$ cat src/rtl/sdram_port_arbiter.sv
// Two-master Avalon-MM arbiter in front of one SDRAM controller port, with read-tag FIFO steering returns.
// Define ARB_M0_PRIORITY_EN for fixed m0 priority; default build is round robin bounded by HOLD_MAX.
module sdram_port_arbiter #(
    parameter int ADDR_W   = 25,
    parameter int HOLD_MAX = 4,
    parameter int MAX_PEND = 8
) (
    input  logic                         i_clk,
    input  logic                         i_reset,
    input  logic [ADDR_W-1:0]            i_m0_address,
    input  logic                         i_m0_read,
    input  logic                         i_m0_write,
    input  logic [31:0]                  i_m0_writedata,
    input  logic [3:0]                   i_m0_byteenable,
    output logic                         o_m0_waitrequest,
    output logic [31:0]                  o_m0_readdata,
    output logic                         o_m0_readdatavalid,
    input  logic [ADDR_W-1:0]            i_m1_address,
    input  logic                         i_m1_read,
    input  logic                         i_m1_write,
    input  logic [31:0]                  i_m1_writedata,
    input  logic [3:0]                   i_m1_byteenable,
    output logic                         o_m1_waitrequest,
    output logic [31:0]                  o_m1_readdata,
    output logic                         o_m1_readdatavalid,
    output logic [ADDR_W-1:0]            o_s_address,
    output logic                         o_s_read,
    output logic                         o_s_write,
    output logic [31:0]                  o_s_writedata,
    output logic [3:0]                   o_s_byteenable,
    input  logic                         i_s_waitrequest,
    input  logic [31:0]                  i_s_readdata,
    input  logic                         i_s_readdatavalid,
    output logic [$clog2(MAX_PEND):0]    o_pend_cnt,
    output logic                         o_err_rdv
);
    localparam int PTR_W  = $clog2(MAX_PEND);
    localparam int PEND_W = PTR_W + 1;
    localparam int CNT_W  = $clog2(HOLD_MAX + 1);

    // state | meaning
    // IDLE  | no grant, nothing forwarded
    // GNT0  | m0 owns the controller port
    // GNT1  | m1 owns the controller port
    typedef enum logic [1:0] {IDLE, GNT0, GNT1} state_t;

    state_t             r_state, w_state_nxt;
    logic               r_last, w_last_nxt;
    logic [CNT_W-1:0]   r_cnt, w_cnt_nxt;
    logic               r_tag [MAX_PEND];
    logic [PTR_W-1:0]   r_wptr, r_rptr;
    logic [PEND_W-1:0]  r_pend;
    logic               r_err;

    logic w_own, w_granted, w_req0, w_req1, w_own_req, w_oth_req;
    logic w_own_rd, w_own_wr, w_full, w_empty, w_rd_block;
    logic w_accept, w_push, w_pop, w_hold_done, w_win, w_yield;

    always_comb begin
        w_own      = (r_state == GNT1);
        w_granted  = (r_state != IDLE);
        w_req0     = i_m0_read | i_m0_write;
        w_req1     = i_m1_read | i_m1_write;
        w_own_req  = w_own ? w_req1 : w_req0;
        w_oth_req  = w_own ? w_req0 : w_req1;
        w_own_rd   = w_own ? i_m1_read  : i_m0_read;
        w_own_wr   = w_own ? i_m1_write : i_m0_write;
        w_full     = (r_pend == PEND_W'(MAX_PEND));
        w_empty    = (r_pend == '0);
        w_rd_block = w_full & w_own_rd;

        o_s_address    = w_own ? i_m1_address    : i_m0_address;
        o_s_writedata  = w_own ? i_m1_writedata  : i_m0_writedata;
        o_s_byteenable = w_own ? i_m1_byteenable : i_m0_byteenable;
        o_s_read       = w_granted & w_own_rd & ~w_full;
        o_s_write      = w_granted & w_own_wr;

        o_m0_waitrequest = (r_state != GNT0) | i_s_waitrequest | w_rd_block;
        o_m1_waitrequest = (r_state != GNT1) | i_s_waitrequest | w_rd_block;

        w_accept = (o_s_read | o_s_write) & ~i_s_waitrequest;
        w_push   = w_accept & o_s_read;
        w_pop    = i_s_readdatavalid & ~w_empty;

        o_m0_readdatavalid = w_pop & ~r_tag[r_rptr];
        o_m1_readdatavalid = w_pop &  r_tag[r_rptr];
        o_m0_readdata      = i_s_readdata;
        o_m1_readdata      = i_s_readdata;
        o_pend_cnt         = r_pend;
        o_err_rdv          = r_err;
    end

    always_comb begin
        w_hold_done = (int'(r_cnt) + 1 == HOLD_MAX);
`ifdef ARB_M0_PRIORITY_EN
        w_win   = ~w_req0;
        w_yield = w_own & w_req0;
`else
        w_win   = (w_req0 & w_req1) ? ~r_last : w_req1;
        w_yield = w_hold_done & w_oth_req;
`endif
        w_state_nxt = r_state;
        w_last_nxt  = r_last;
        w_cnt_nxt   = r_cnt;
        case (r_state)
            IDLE: begin
                w_cnt_nxt = '0;
                if (w_req0 | w_req1) begin
                    w_state_nxt = w_win ? GNT1 : GNT0;
                    w_last_nxt  = w_win;
                end
            end
            GNT0, GNT1: begin
                // a stalled command keeps the owner; switching only happens at accept or idle owner
                if (w_accept) begin
                    w_cnt_nxt = w_hold_done ? '0 : r_cnt + CNT_W'(1);
                    if (w_yield) begin
                        w_state_nxt = w_own ? GNT0 : GNT1;
                        w_last_nxt  = ~w_own;
                        w_cnt_nxt   = '0;
                    end
                end else if (!w_own_req) begin
                    w_cnt_nxt = '0;
                    if (w_oth_req) begin
                        w_state_nxt = w_own ? GNT0 : GNT1;
                        w_last_nxt  = ~w_own;
                    end else begin
                        w_state_nxt = IDLE;
                    end
                end
            end
            default: w_state_nxt = IDLE;
        endcase
    end

    always_ff @(posedge i_clk or posedge i_reset) begin
        if (i_reset) begin
            r_state <= IDLE;
            r_last  <= 1'b1;
            r_cnt   <= '0;
        end else begin
            r_state <= w_state_nxt;
            r_last  <= w_last_nxt;
            r_cnt   <= w_cnt_nxt;
        end
    end

    always_ff @(posedge i_clk or posedge i_reset) begin
        if (i_reset) begin
            r_wptr <= '0;
            r_rptr <= '0;
            r_pend <= '0;
            r_err  <= 1'b0;
        end else begin
            if (w_push) r_wptr <= r_wptr + PTR_W'(1);
            if (w_pop)  r_rptr <= r_rptr + PTR_W'(1);
            case ({w_push, w_pop})
                2'b10:   r_pend <= r_pend + PEND_W'(1);
                2'b01:   r_pend <= r_pend - PEND_W'(1);
                default: r_pend <= r_pend;
            endcase
            if (i_s_readdatavalid & w_empty) r_err <= 1'b1;
        end
    end

    // tag storage needs no reset: entries are only read between push and pop
    always_ff @(posedge i_clk) begin
        if (w_push) r_tag[r_wptr] <= w_own;
    end
endmodule
$ cat config.mk
export PLATFORM = sky130hd
export DESIGN_NAME = sdram_port_arbiter
export DESIGN_NICKNAME = d
export VERILOG_FILES = /design/src/rtl/sdram_port_arbiter.sv
export SDC_FILE = /design/constraint.sdc
export NUM_CORES = 1
export LEC_CHECK = 0
export CELL_PAD_IN_SITES_DETAIL_PLACEMENT = 1
export CELL_PAD_IN_SITES_GLOBAL_PLACEMENT = 1
export CORE_AREA = 8 8 100 170
export DETAILED_ROUTE_END_ITERATION = 10
export DIE_AREA = 0 0 108 178
export PLACE_DENSITY = 0.93
export SYNTH_ARGS = -nofsm -noshare
export SYNTH_HDL_FRONTEND = slang
export SYNTH_SLANG_ARGS = --single-unit
$ cat constraint.sdc
create_clock -name i_clk -period 3.05 [get_ports i_clk]
set_input_delay 0.61 -clock i_clk [delete_from_list [all_inputs] [get_ports i_clk]]
set_output_delay 0.61 -clock i_clk [all_outputs]
set_load 0.02 [all_outputs]
==> results.rst, run 1 <==
.. list-table::
   :header-rows: 1

   * - Metric
     - Value
   * - Mean cell area of the mapped netlist
     - 9.90 sq um
   * - Main combinational cell family by area after synthesis
     - multiplexers
   * - Endpoints failing hold
     - 0
   * - Max-slew headroom
     - 49.6%
   * - Critical-path cell with the highest stage delay
     - clkdlybuf4s50_1
   * - Placed instance area
     - 0.00454 sq mm
   * - Final RePlAce weighted congestion
     - 0.816
   * - Clock transition time at the flip-flop clock pins of the worst setup and hold paths
     - 0.07 ns
   * - Max-cap violation count
     - 0
   * - Most area-hungry cell type in the Yosys netlist
     - mux2_2
   * - Post-synthesis compound-gate area fraction
     - about 6%
   * - Top area cells in the synthesized netlist
     - mux2_2 (26%), buf_4 (18%), dfrtp_1 (15%), edfxtp_1 (8.9%), ha_1 (4.6%)
   * - Total length of routed wires
     - about 16000 um
   * - Stage delay of the slowest cell on the critical path
     - 0.61 ns
   * - Overall Global Routing Usage
     - around 16%
   * - Startpoint type of the worst setup path
     - register
   * - Largest net degree at the start of global routing
     - 26
   * - DR vias
     - 2705
   * - Arrival time at the worst endpoint
     - 2.36 ns
   * - Xor and xnor area share after synthesis
     - 2.91%
   * - Fraction of registers with async set or reset after synthesis
     - 68.0%
   * - Result of the run
     - complete, no violations
   * - Port Buffers
     - 201
   * - Detailed Route Iter0 Violations
     - 66
   * - # hold bufs at CTS
     - 0
   * - Half-perimeter wire length of the detailed placement result
     - 14600 um
   * - Clock sinks
     - 25
   * - Max-slew violation count
     - 0
   * - Worst-Margin Slew
     - roughly 0.75 ns
   * - Core outline area
     - 0.0147 sq mm
   * - Number of flops mapped to enable cells by yosys
     - 8
   * - Yosys warnings
     - 0
   * - Top-area cell type share of the netlist area
     - 26.2%
   * - Register bit total from synthesis
     - 25
   * - Final Worst Setup Slack
     - between 0.08 and 0.09 ns
   * - Simple-gate portion of the synthesized area
     - 12.3%
   * - Classification of the worst-slack hold path
     - register to register
   * - Maximum vdd ir drop
     - 237 uV
   * - Area added between synthesis and finish
     - 71.6%
   * - Instance count along the most critical hold path
     - 1
   * - Critical path peak fanout
     - 13
   * - Number of standard cells after synthesis
     - around 270
   * - Initial antenna violation count
     - 0
   * - H-tree Lvls
     - 1
   * - DRC violations left
     - 0
   * - Net count after synthesis
     - around 450
   * - Number of buffers created by CTS
     - 3
   * - CTS tree
     - built
   * - Maximum frequency from static timing analysis
     - 337 MHz
   * - Clock tree skew after final layout
     - 0.00585 ns
   * - Via count of the first global-routing pass
     - 3238
   * - Horiz. Die Dim
     - 108 um
   * - Count of endpoints failing setup in the final report
     - 0
   * - Crit path required time
     - approximately 2.4 ns
   * - Total congestion overflow
     - 0
   * - Initial core utilization
     - 18.5%
   * - Final Cycle Share
     - 97.2%
   * - Final Critical Period
     - 2.97 ns
   * - Static Leakage
     - 1.78 nW
   * - Share of final-layout standard cells stronger than drive strength 1
     - 24.2%
   * - Wirelength per Cell
     - 26.7 um
   * - Routed vias/inst
     - 4.48
   * - Netlist area before placement
     - 0.00271 sq mm
   * - Main flop type after synthesis
     - dfrtp_1
   * - Count of distinct cell types in the synthesized netlist
     - 48
   * - Proportion of synthesized chip area in sequential cells
     - 24.6%
   * - Clock latency of the later-clocked register in the worst-skew pair
     - 0.27 ns
   * - Register-to-register path setup slack
     - 0.17 ns
   * - Antenna Diode Count
     - 0
   * - Die Y-Extent
     - between 150 and 200 um
   * - Kind of critical path
     - register to output port
   * - Clock root buffer master
     - clkbuf_16
   * - Number of top-level design ports
     - 298
   * - Final Cell Area
     - 0.00465 sq mm
   * - Wire length of the first global-routing pass
     - 22200 um
   * - Worst slack after detailed placement
     - 0.0441 ns
   * - Power Density
     - around 780 mW/mm^2
   * - DRT Pass-1 Iters
     - 4
   * - Share of cell area taken by muxes after synthesis
     - around 29%
   * - Commonest cells after routing, fill and taps aside
     - clkdlybuf4s50_1 (193), mux2_2 (63), buf_4 (19)
   * - List of cells traversed by the critical path
     - inv_1 > ha_4 > mux2i_1 > buf_4 > or2b_1 > nand3b_1 > clkdlybuf4s50_1
   * - Std cell rows
     - slightly below 60
   * - Most frequent standard cell in the layout excluding fill and tap cells
     - clkdlybuf4s50_1
   * - Depth of the worst register-to-register path
     - 13
   * - Post-layout utilization of the core
     - 31.7%
   * - Buffer depth of the longest clock path
     - 2
   * - Fin nets
     - between 500 and 600
   * - Endpoint type of the worst setup path
     - output port
   * - Post-synthesis share of cell area spent on full adders, half adders and majority gates
     - under 10%
   * - Die Area
     - 0.0192 sq mm
   * - Antenna viol nets, final
     - 0
report_power, final:
group	leakage [nW]	switching, mW	internal [mW]	total, mW
Sequential	0.278	0.167	0.481	0.648
Combinational	1.46	1.33	1.32	2.65
Clock	0.0415	0.132	0.182	0.314
Total	1.78	1.63	1.98	3.61
worst max-delay path, delay by kind of cell, from the launching register on:
kind | cells | cell delay [ns]
adders and majority gates | 1 | 0.31
buffers and inverters | 3 | 0.93
DFF | 1 | 0.41
muxes | 1 | 0.14
and+or+nand+nor | 2 | 0.30
state kept, by name (all words and copies together) (netlist names):
| name | cells |
|---|---|
| r_last | 1 |
| r_wptr | 3 |
| r_cnt | 3 |
| o_pend_cnt | 4 |
| r_state | 2 |
| r_rptr | 3 |
| r_tag | 8 |
| o_err_rdv | 1 |
kinds of logic after synthesis:
| kind of cell | after synthesis |
|---|---|
| and+or+nand+nor | 59 |
| buffers and inverters | 80 |
| adders and majority gates | 10 |
| muxes | 69 |
| DFF | 25 |
| xor gates and xnor gates | 9 |
| AOI/OAI and AO/OA | 22 |
repair_timing:
item                                   in CTS  in global routing
buffers inserted                            0                  1
setup endpoints to repair                  48                  6
resized for setup                           1                  4
gates cloned                                0                  0
endpoints found under the hold margin       0                  0
per-stage QoR:
step	TNS [ns]	hold slack (ns)	power, mW	cells
6_report	0	0.459	3.61	604
5_1_grt	-0.00187	0.480	3.83	604
4_1_cts	0	0.465	3.64	603
3_5_place_dp	0	0.449	3.29	599
3_3_place_gp	0	0.443	3.18	599
2_1_floorplan	0	0.457	2.19	274
synth_stat cells, types with 2 or more instances:
master and instances:
edfxtp_1 8, inv_1 5, mux2_2 63, a21oi_1 4
buf_4 64, nand2_1 13, nor2_1 14, o31ai_1 2
or2_2 2, o21ai_0 3, buf_2 2, buf_1 6
xnor2_1 5, dfrtp_1 16, nor3_1 4, nand3b_1 3
mux4_2 2, nand4_1 3, mux2i_1 4, xor2_1 4
nor4_1 4, a211oi_1 2, ha_1 10, and2_1 2
nand2b_1 5, nand3_1 2
path summary, 6_finish.rpt:
check | from | to
setup / recovery | r_state[0]$_DFFE_PP0P_ | o_m0_waitrequest
hold / removal | o_err_rdv$_DFFE_PP0P_ | o_err_rdv$_DFFE_PP0P_
setup reg to reg | r_state[0]$_DFFE_PP0P_ | o_pend_cnt[2]$_DFFE_PP0P_
hold reg to reg | o_err_rdv$_DFFE_PP0P_ | o_err_rdv$_DFFE_PP0P_
max in group asynchronous | i_reset | r_state[1]$_DFFE_PP0P_
min in group asynchronous | i_reset | r_state[0]$_DFFE_PP0P_
cell type report:
cell class / instances / area (sq um)
fillers: 1670 / 10000
repair buffers: 217 / 2140
multi-input cells: 169 / 1510
flip-flops and latches: 25 / 667
well taps: 183 / 229
clock buffers: 3 / 75.1
inverters: 6 / 22.5
clock inverters: 1 / 8.76
per-layer routing:
| layer | vias to the layer above | GRT usage [%] | share of wire [%] | routed length [um] |
|---|---|---|---|---|
| met5 | - | 0 | 0 | 0 |
| met4 | 0 | 9.83 | 5.8 | 941 |
| met3 | 74 | 12.5 | 19 | 3110 |
| met2 | 187 | 22.9 | 40 | 6440 |
| met1 | 1248 | 16.3 | 35 | 5650 |
| li1 | 1196 | - | - | - |
(Power assumes the default switching activity.)
==> run 2, diff against run 1 <==
--- a/config.mk
+++ b/config.mk
@@ -7,9 +7,10 @@
 export LEC_CHECK = 0
 export CELL_PAD_IN_SITES_DETAIL_PLACEMENT = 1
 export CELL_PAD_IN_SITES_GLOBAL_PLACEMENT = 1
-export CORE_AREA = 8 8 100 170
+export CORE_AREA = 2 2 94 164
+export CTS_BUF_LIST = sky130_fd_sc_hd__clkbuf_4 sky130_fd_sc_hd__clkbuf_8
 export DETAILED_ROUTE_END_ITERATION = 10
-export DIE_AREA = 0 0 108 178
+export DIE_AREA = 0 0 96 166
 export PLACE_DENSITY = 0.93
 export SYNTH_ARGS = -nofsm -noshare
 export SYNTH_HDL_FRONTEND = slang
==> constraint.sdc (replaced) <==
create_clock -name i_clk -period 3.05 [get_ports i_clk]
set_input_delay 0.915 -clock i_clk [delete_from_list [all_inputs] [get_ports i_clk]]
set_output_delay 0.915 -clock i_clk [all_outputs]
set_load 0.02 [all_outputs]
==> run 2 against run 1 <==
Global-route usage rose by 1.2 points; via count increased by 0.41%; sequential power grew 2%; largest power group unchanged; die area is 17% lower; highest routed layer unchanged; hold slack gained 0.013 ns; final cell count up 0.50%; sequential cell count did not move; first-iteration DRC count shrank 1.5%.
==> results.rst, run 2 (synthesized netlist as in run 1, its figures left out) <==
.. list-table::
   :header-rows: 1

   * - Metric
     - Value
   * - Final Critical Period
     - 2.97 ns (+0.00634 ns)
   * - FF+latch area
     - 668 sq um (+0.19%)
   * - Clock latency of the later-clocked register in the worst-skew pair
     - 0.28 ns (about the same)
   * - Largest net degree at the start of global routing
     - 24 (-7.7%)
   * - Worst reg2reg path endpoint
     - o_pend_cnt[2]$_DFFE_PP0P_
   * - Startpoint type of the worst setup path
     - register
   * - Most frequent standard cell in the layout excluding fill and tap cells
     - clkdlybuf4s50_1
   * - Depth of the worst register-to-register path
     - 14 (+1)
   * - Number of top-level design ports
     - 298 (unchanged)
   * - Routed vias/inst
     - 4.47 (about the same)
   * - Register with the highest flop count
     - r_tag
   * - Stage delay of the slowest cell on the critical path
     - 0.43 ns (-0.18 ns)
   * - Crit path required time
     - 2.13 ns (-0.31 ns)
   * - Area added between synthesis and finish
     - 71.3%
   * - Placed instance area
     - 0.00456 sq mm (+0.39%)
   * - # hold bufs at CTS
     - 0 (unchanged)
   * - Launching element of the worst setup path
     - r_state[0]$_DFFE_PP0P_
   * - Start of the worst register-to-register path
     - r_state[0]$_DFFE_PP0P_
   * - DRT Pass-1 Iters
     - 4 (unchanged)
   * - Setup crit end
     - o_s_writedata[13]
   * - Clock root buffer master
     - clkbuf_8
   * - Total congestion overflow
     - 0 (unchanged)
   * - Top delay family on crit path
     - buffers and inverters
   * - Fillcell total
     - 1653 (-1.0%)
   * - Max-slew headroom
     - 53.6% (+4.0 points)
   * - Core outline area
     - 0.0147 sq mm (unchanged)
   * - Arrival time at the worst endpoint
     - 2.06 ns (-0.30 ns)
   * - Total number of cells along the worst setup path
     - 6 (-1)
   * - Max-slew violation count
     - 0 (unchanged)
   * - Setup repair bufs after CTS
     - 0 (unchanged)
   * - Commonest cells after routing, fill and taps aside
     - clkdlybuf4s50_1 (132), mux2_2 (63), buf_4 (46)
   * - Kind of critical path
     - register to output port
   * - Critical path peak fanout
     - 23 (+10)
   * - Unrepaired setup endpoints after global routing
     - no
   * - Half-perimeter wire length of the detailed placement result
     - 12300 um (-16%)
   * - Count of endpoints failing setup in the final report
     - 0 (unchanged)
   * - Number of buffers created by CTS
     - 3 (unchanged)
   * - Die Area
     - 0.0159 sq mm (-17%)
   * - Register-to-register path setup slack
     - 0.33 ns (+0.16 ns)
   * - H-tree Lvls
     - 1 (unchanged)
   * - Static Leakage
     - 1.86 nW (+4.2%)
   * - Worst-Margin Slew
     - 0.696 ns (-0.0592 ns)
   * - Detailed Route Iter0 Violations
     - 65 (-1.5%)
   * - Antenna Diode Count
     - 0 (unchanged)
   * - Clock tree skew after final layout
     - 0.00190 ns (-0.00395 ns)
   * - Wirelength per Cell
     - 23.6 um (-12%)
   * - Horiz. Die Dim
     - 96 um (-11%)
   * - CTS tree
     - built
   * - DR vias
     - 2716 (+0.41%)
   * - Endpoints failing hold
     - 0 (unchanged)
   * - List of cells traversed by the critical path
     - inv_2 > ha_4 > buf_16 > buf_8 > mux2_2 > buf_4
   * - Final Cycle Share
     - 97.5% (+0.21 points)
   * - Power Density
     - 763 mW/mm^2 (-1.6%)
   * - Die Y-Extent
     - 166 um (-6.7%)
   * - Fin nets
     - 597 (+0.51%)
   * - Wire length of the first global-routing pass
     - 19600 um (-12%)
   * - Std cell rows
     - 59 (unchanged)
   * - DRC violations left
     - 0 (unchanged)
   * - Clock transition time at the flip-flop clock pins of the worst setup and hold paths
     - 0.10 ns (+0.03 ns)
   * - Worst slack after detailed placement
     - -0.537 ns (-0.581 ns)
   * - Post-layout utilization of the core
     - 31.6% (-0.051 points)
   * - Overall Global Routing Usage
     - 17.4% (+1.2 points)
   * - Antenna viol nets, final
     - 0 (unchanged)
   * - Initial core utilization
     - 18.5% (unchanged)
   * - Flip-flop count of the largest register, all copies and words added
     - 8 (unchanged)
   * - Maximum vdd ir drop
     - 195 uV (-18%)
   * - Port Buffers
     - 201 (unchanged)
   * - Critical-path cell with the highest stage delay
     - dfrtp_1
   * - Buffer depth of the longest clock path
     - 2 (unchanged)
   * - Result of the run
     - complete, no violations
   * - Clock sinks
     - 25 (unchanged)
   * - Final RePlAce weighted congestion
     - 0.779 (-4.5%)
   * - Classification of the worst-slack hold path
     - register to register
   * - Initial antenna violation count
     - 1 (+1)
   * - Maximum frequency from static timing analysis
     - 336 MHz (-0.21%)
   * - Total length of routed wires
     - 14300 um (-11%)
   * - Max-cap violation count
     - 0 (unchanged)
   * - Share of final-layout standard cells stronger than drive strength 1
     - 34.7% (+10 points)
   * - WP buf/inv
     - 4 (+1)
   * - Multi-input gate area in the final layout
     - 0.00154 sq mm (+1.9%)
   * - Endpoint type of the worst setup path
     - output port
   * - Final Cell Area
     - 0.00465 sq mm (-0.16%)
   * - Final Worst Setup Slack
     - 0.0776 ns (-0.00634 ns)
   * - Via count of the first global-routing pass
     - 3076 (-5.0%)
==> run 2: changes by cell type in the layout (fill, tap and decap cells not counted), sizes merged <==
| cell | previous run | this run |
|---|---|---|
| clkdlybuf4s15 | 0 | 1 |
| dlymetal6s2s | 4 | 1 |
| dlygate4sd2 | 0 | 30 |
| clkdlybuf4s50 | 193 | 132 |
| buf | 20 | 56 |
==> run 2: worst min path at each step <==
stage,cells past startpoint,startpoint,slack (ns),endpoint
2_1_floorplan,1,r_cnt[0]$_DFFE_PP0P_,0.46,r_cnt[0]$_DFFE_PP0P_
5_1_grt,1,o_err_rdv$_DFFE_PP0P_,0.51,o_err_rdv$_DFFE_PP0P_
3_3_place_gp,1,o_err_rdv$_DFFE_PP0P_,0.44,o_err_rdv$_DFFE_PP0P_
6_report,1,o_err_rdv$_DFFE_PP0P_,0.47,o_err_rdv$_DFFE_PP0P_
4_1_cts,1,o_err_rdv$_DFFE_PP0P_,0.48,o_err_rdv$_DFFE_PP0P_
3_5_place_dp,1,o_err_rdv$_DFFE_PP0P_,0.45,o_err_rdv$_DFFE_PP0P_
==> run 2: layout make-up <==
type | count | area share (%)
clock buffer | 3 | 0.889
clock inverter | 1 | 0.189
inverter | 6 | 0.485
multi-input combinational | 169 | 33.0
sequential | 25 | 14.4
tap | 183 | 4.93
timing repair buffer | 220 | 46.1
==> run 2: where the power goes <==
group          internal [mW]  switching, mW  leakage (nW)
logic                   1.28           1.39          1.55
registers              0.481          0.178         0.277
clock network         0.0962          0.122        0.0261
total                   1.86           1.69          1.86
==> run 2: timing repair <==
action                     CTS  global route
resized for setup           49             2
setup endpoints to repair   50             4
cloned                       1             0
==> run 2: routing by layer <==
| metal | up-vias | track usage [%] | routed length, um |
|---|---|---|---|
| li1 | 1202 | - | - |
| met1 | 1243 | 17.1 | 4860 |
| met2 | 217 | 28.4 | 6540 |
| met3 | 54 | 10.7 | 2310 |
| met4 | 0 | 7.95 | 597 |
| met5 | - | 0 | 0 |
==> run 2: stage by stage <==
stage	power, mW	hold slack [ns]	std cells	setup TNS [ns]
after floorplan	2.19	0.457	274	0
after global placement	3.21	0.441	602	-3.08
after detailed placement	3.30	0.453	602	-3.46
after CTS	3.56	0.475	607	0
after global routing	3.77	0.510	607	0
final	3.55	0.472	607	0
==> run 3, diff against run 2 <==
--- a/config.mk
+++ b/config.mk
@@ -11,7 +11,9 @@
 export CTS_BUF_LIST = sky130_fd_sc_hd__clkbuf_4 sky130_fd_sc_hd__clkbuf_8
 export DETAILED_ROUTE_END_ITERATION = 10
 export DIE_AREA = 0 0 96 166
+export MAX_ROUTING_LAYER = met4
 export PLACE_DENSITY = 0.93
 export SYNTH_ARGS = -nofsm -noshare
 export SYNTH_HDL_FRONTEND = slang
 export SYNTH_SLANG_ARGS = --single-unit
+export TNS_END_PERCENT = 10
==> run 3 against run 2 <==
Via count grew 0.15%; first-iteration DRC count shrank 28%; die area unchanged; count of clock-buffer cells in the layout did not move; highest routed layer unchanged; clock power about the same; wire length increased by 0.55%; critical path depth unchanged.
==> results.rst, run 3 (synthesized netlist as in run 1, its figures left out) <==
.. list-table::
   :header-rows: 1

   * - Metric
     - Value
   * - Worst-Margin Slew
     - 0.683 ns (-0.0124 ns)
   * - H-tree Lvls
     - 1 (unchanged)
   * - Maximum frequency from static timing analysis
     - 337 MHz (+0.30%)
   * - Total congestion overflow
     - 0 (unchanged)
   * - Int Power
     - 1.86 mW (about the same)
   * - Commonest cells after routing, fill and taps aside
     - clkdlybuf4s50_1 (132), mux2_2 (63), buf_4 (46)
   * - Worst slack after detailed placement
     - -0.537 ns (unchanged)
   * - Crit path required time
     - 2.13 ns (about the same)
   * - Worst reg2reg path endpoint
     - o_pend_cnt[2]$_DFFE_PP0P_
   * - Kind of critical path
     - register to output port
   * - Half-perimeter wire length of the detailed placement result
     - 12300 um (unchanged)
   * - Wire length of the first global-routing pass
     - 19700 um (+0.18%)
   * - Initial antenna violation count
     - 1 (unchanged)
   * - Share of final-layout standard cells stronger than drive strength 1
     - 34.7% (unchanged)
   * - Post-layout utilization of the core
     - 31.6% (unchanged)
   * - Sw Share
     - 47.6% (+0.057 points)
   * - Worst Min Path Start
     - o_err_rdv$_DFFE_PP0P_
   * - Startpoint type of the worst setup path
     - register
   * - Initial core utilization
     - 18.5% (unchanged)
   * - Fin nets
     - 597 (unchanged)
   * - Max-cap violation count
     - 0 (unchanged)
   * - Classification of the worst-slack hold path
     - register to register
   * - DRT Pass-1 Iters
     - 4 (unchanged)
   * - Clock root buffer master
     - clkbuf_8
   * - Port Buffers
     - 201 (unchanged)
   * - Setup repair bufs after CTS
     - 0 (unchanged)
   * - Net Sw Power
     - 1.69 mW (+0.28%)
   * - Clock tree skew after final layout
     - 0.00266 ns (+0.000759 ns)
   * - Clock sinks
     - 25 (unchanged)
   * - Result of the run
     - complete, no violations
   * - Final setup TNS
     - 0 ns (unchanged)
   * - Register-to-register path setup slack
     - 0.31 ns (-0.02 ns)
   * - Die Area
     - 0.0159 sq mm (unchanged)
   * - Unrepaired setup endpoints after global routing
     - no
   * - DR vias
     - 2720 (+0.15%)
   * - Clock power frac
     - 6.2% (about the same)
   * - Std cell rows
     - 59 (unchanged)
   * - Critical path peak fanout
     - 23 (unchanged)
   * - Core outline area
     - 0.0147 sq mm (unchanged)
   * - Buffer depth of the longest clock path
     - 2 (unchanged)
   * - DRC violations left
     - 0 (unchanged)
   * - Antenna viol nets, final
     - 0 (unchanged)
   * - Number of top-level design ports
     - 298 (unchanged)
   * - Maximum vdd ir drop
     - 199 uV (+1.7%)
   * - Depth of the worst register-to-register path
     - 14 (unchanged)
   * - Hold EP
     - o_err_rdv$_DFFE_PP0P_
   * - Wirelength per Cell
     - 23.7 um (+0.55%)
   * - Most frequent standard cell in the layout excluding fill and tap cells
     - clkdlybuf4s50_1
   * - Power Density
     - 765 mW/mm^2 (+0.16%)
   * - Final Critical Period
     - 2.96 ns (-0.00897 ns)
   * - Number of buffers created by CTS
     - 3 (unchanged)
   * - Static Leakage
     - 1.86 nW (unchanged)
   * - Die Y-Extent
     - 166 um (unchanged)
   * - CTS tree
     - built
   * - Max-slew headroom
     - 54.4% (+0.82 points)
   * - Instance count along the most critical hold path
     - 1 (unchanged)
   * - Horiz. Die Dim
     - 96 um (unchanged)
   * - Start of the worst register-to-register path
     - r_state[0]$_DFFE_PP0P_
   * - Detailed Route Iter0 Violations
     - 47 (-28%)
   * - Area added between synthesis and finish
     - 71.3% (unchanged)
   * - Register with the highest flop count
     - r_tag
   * - Count of endpoints failing setup in the final report
     - 0 (unchanged)
   * - Routed vias/inst
     - 4.48 (+0.15%)
   * - Share of total power in combinational logic
     - 75.2% (about the same)
   * - Clock transition time at the flip-flop clock pins of the worst setup and hold paths
     - 0.09 ns (about the same)
   * - Part of the total power dissipated in sequential elements
     - 18.6% (about the same)
   * - Final Cell Area
     - 0.00465 sq mm (unchanged)
   * - Max-slew violation count
     - 0 (unchanged)
   * - Clock latency of the later-clocked register in the worst-skew pair
     - 0.29 ns (about the same)
   * - Arrival time at the worst endpoint
     - 2.05 ns (about the same)
   * - Largest net degree at the start of global routing
     - 24 (unchanged)
   * - Antenna Diode Count
     - 0 (unchanged)
   * - Final Worst Setup Slack
     - 0.0866 ns (+0.00897 ns)
   * - Placed instance area
     - 0.00456 sq mm (unchanged)
   * - Final Cycle Share
     - 97.2% (-0.29 points)
   * - Endpoints failing hold
     - 0 (unchanged)
   * - Via count of the first global-routing pass
     - 3090 (+0.46%)
   * - Final RePlAce weighted congestion
     - 0.790 (+1.5%)
   * - Overall Global Routing Usage
     - 17.9% (+0.52 points)
   * - Endpoint type of the worst setup path
     - output port
   * - Fillcell total
     - 1650 (-0.18%)
   * - Flip-flop count of the largest register, all copies and words added
     - 8 (unchanged)
   * - Total length of routed wires
     - 14400 um (+0.55%)
run 3: timing repair:
| item | in CTS | in global routing |
|---|---|---|
| resized for setup | 44 | 7 |
| endpoints found under the setup margin | 50 | 22 |
| hold buffers | 0 | 0 |
| cloned | 1 | 0 |
run 3: layout make-up:
cell class / count / area, sq um / share of cell area [%]
Multi-Input combinational cell: 169 / 1540 / 33.0
Clock inverter: 1 / 8.76 / 0.189
Tap cell: 183 / 229 / 4.93
Clock buffer: 3 / 41.3 / 0.889
Inverter: 6 / 22.5 / 0.485
Timing Repair Buffer: 220 / 2140 / 46.1
Sequential cell: 25 / 668 / 14.4
run 3: critical path: stages, from the launching register on:
cell and delay (ns):
dfrtp_1 0.43, inv_2 0.12, ha_4 0.24, buf_16 0.21
buf_8 0.19, mux2_2 0.38, buf_4 0.18
run 3: worst max-delay path by stage:
stage / start / end / depth (start not counted)
3_3_place_gp: i_m0_read / o_s_read / 5
2_1_floorplan: i_m1_read / o_pend_cnt[2]$_DFFE_PP0P_ / 11
4_1_cts: i_m1_read / o_pend_cnt[2]$_DFFE_PP0P_ / 13
3_5_place_dp: i_m0_read / o_s_read / 5
6_report: r_state[0]$_DFFE_PP0P_ / o_s_writedata[10] / 6
5_1_grt: r_state[0]$_DFFE_PP0P_ / o_s_writedata[13] / 6
run 3: through the flow:
step           power (mW)  hold WS [ns]  instances
2_1_floorplan        2.19         0.457        274
3_3_place_gp         3.21         0.441        602
3_5_place_dp         3.30         0.453        602
4_1_cts              3.55         0.475        607
5_1_grt              3.78         0.510        607
6_report             3.55         0.472        607
run 3: per-layer routing:
layer	track usage [%]	vias up	share of wire, %
met5	-	-	0
met4	7.95	0	4.1
met3	9.21	53	15
met2	28.4	218	46
met1	18.1	1247	35
li1	-	1202	-
run 3: power by group through the flow:
stage	combinational, mW	clock (mW)	sequential [mW]
final	2.67	0.220	0.662
after global placement	2.57	0	0.635
after CTS	2.68	0.222	0.657
after floorplan	1.56	0	0.637
after detailed placement	2.65	0	0.658
after global routing	2.86	0.237	0.676
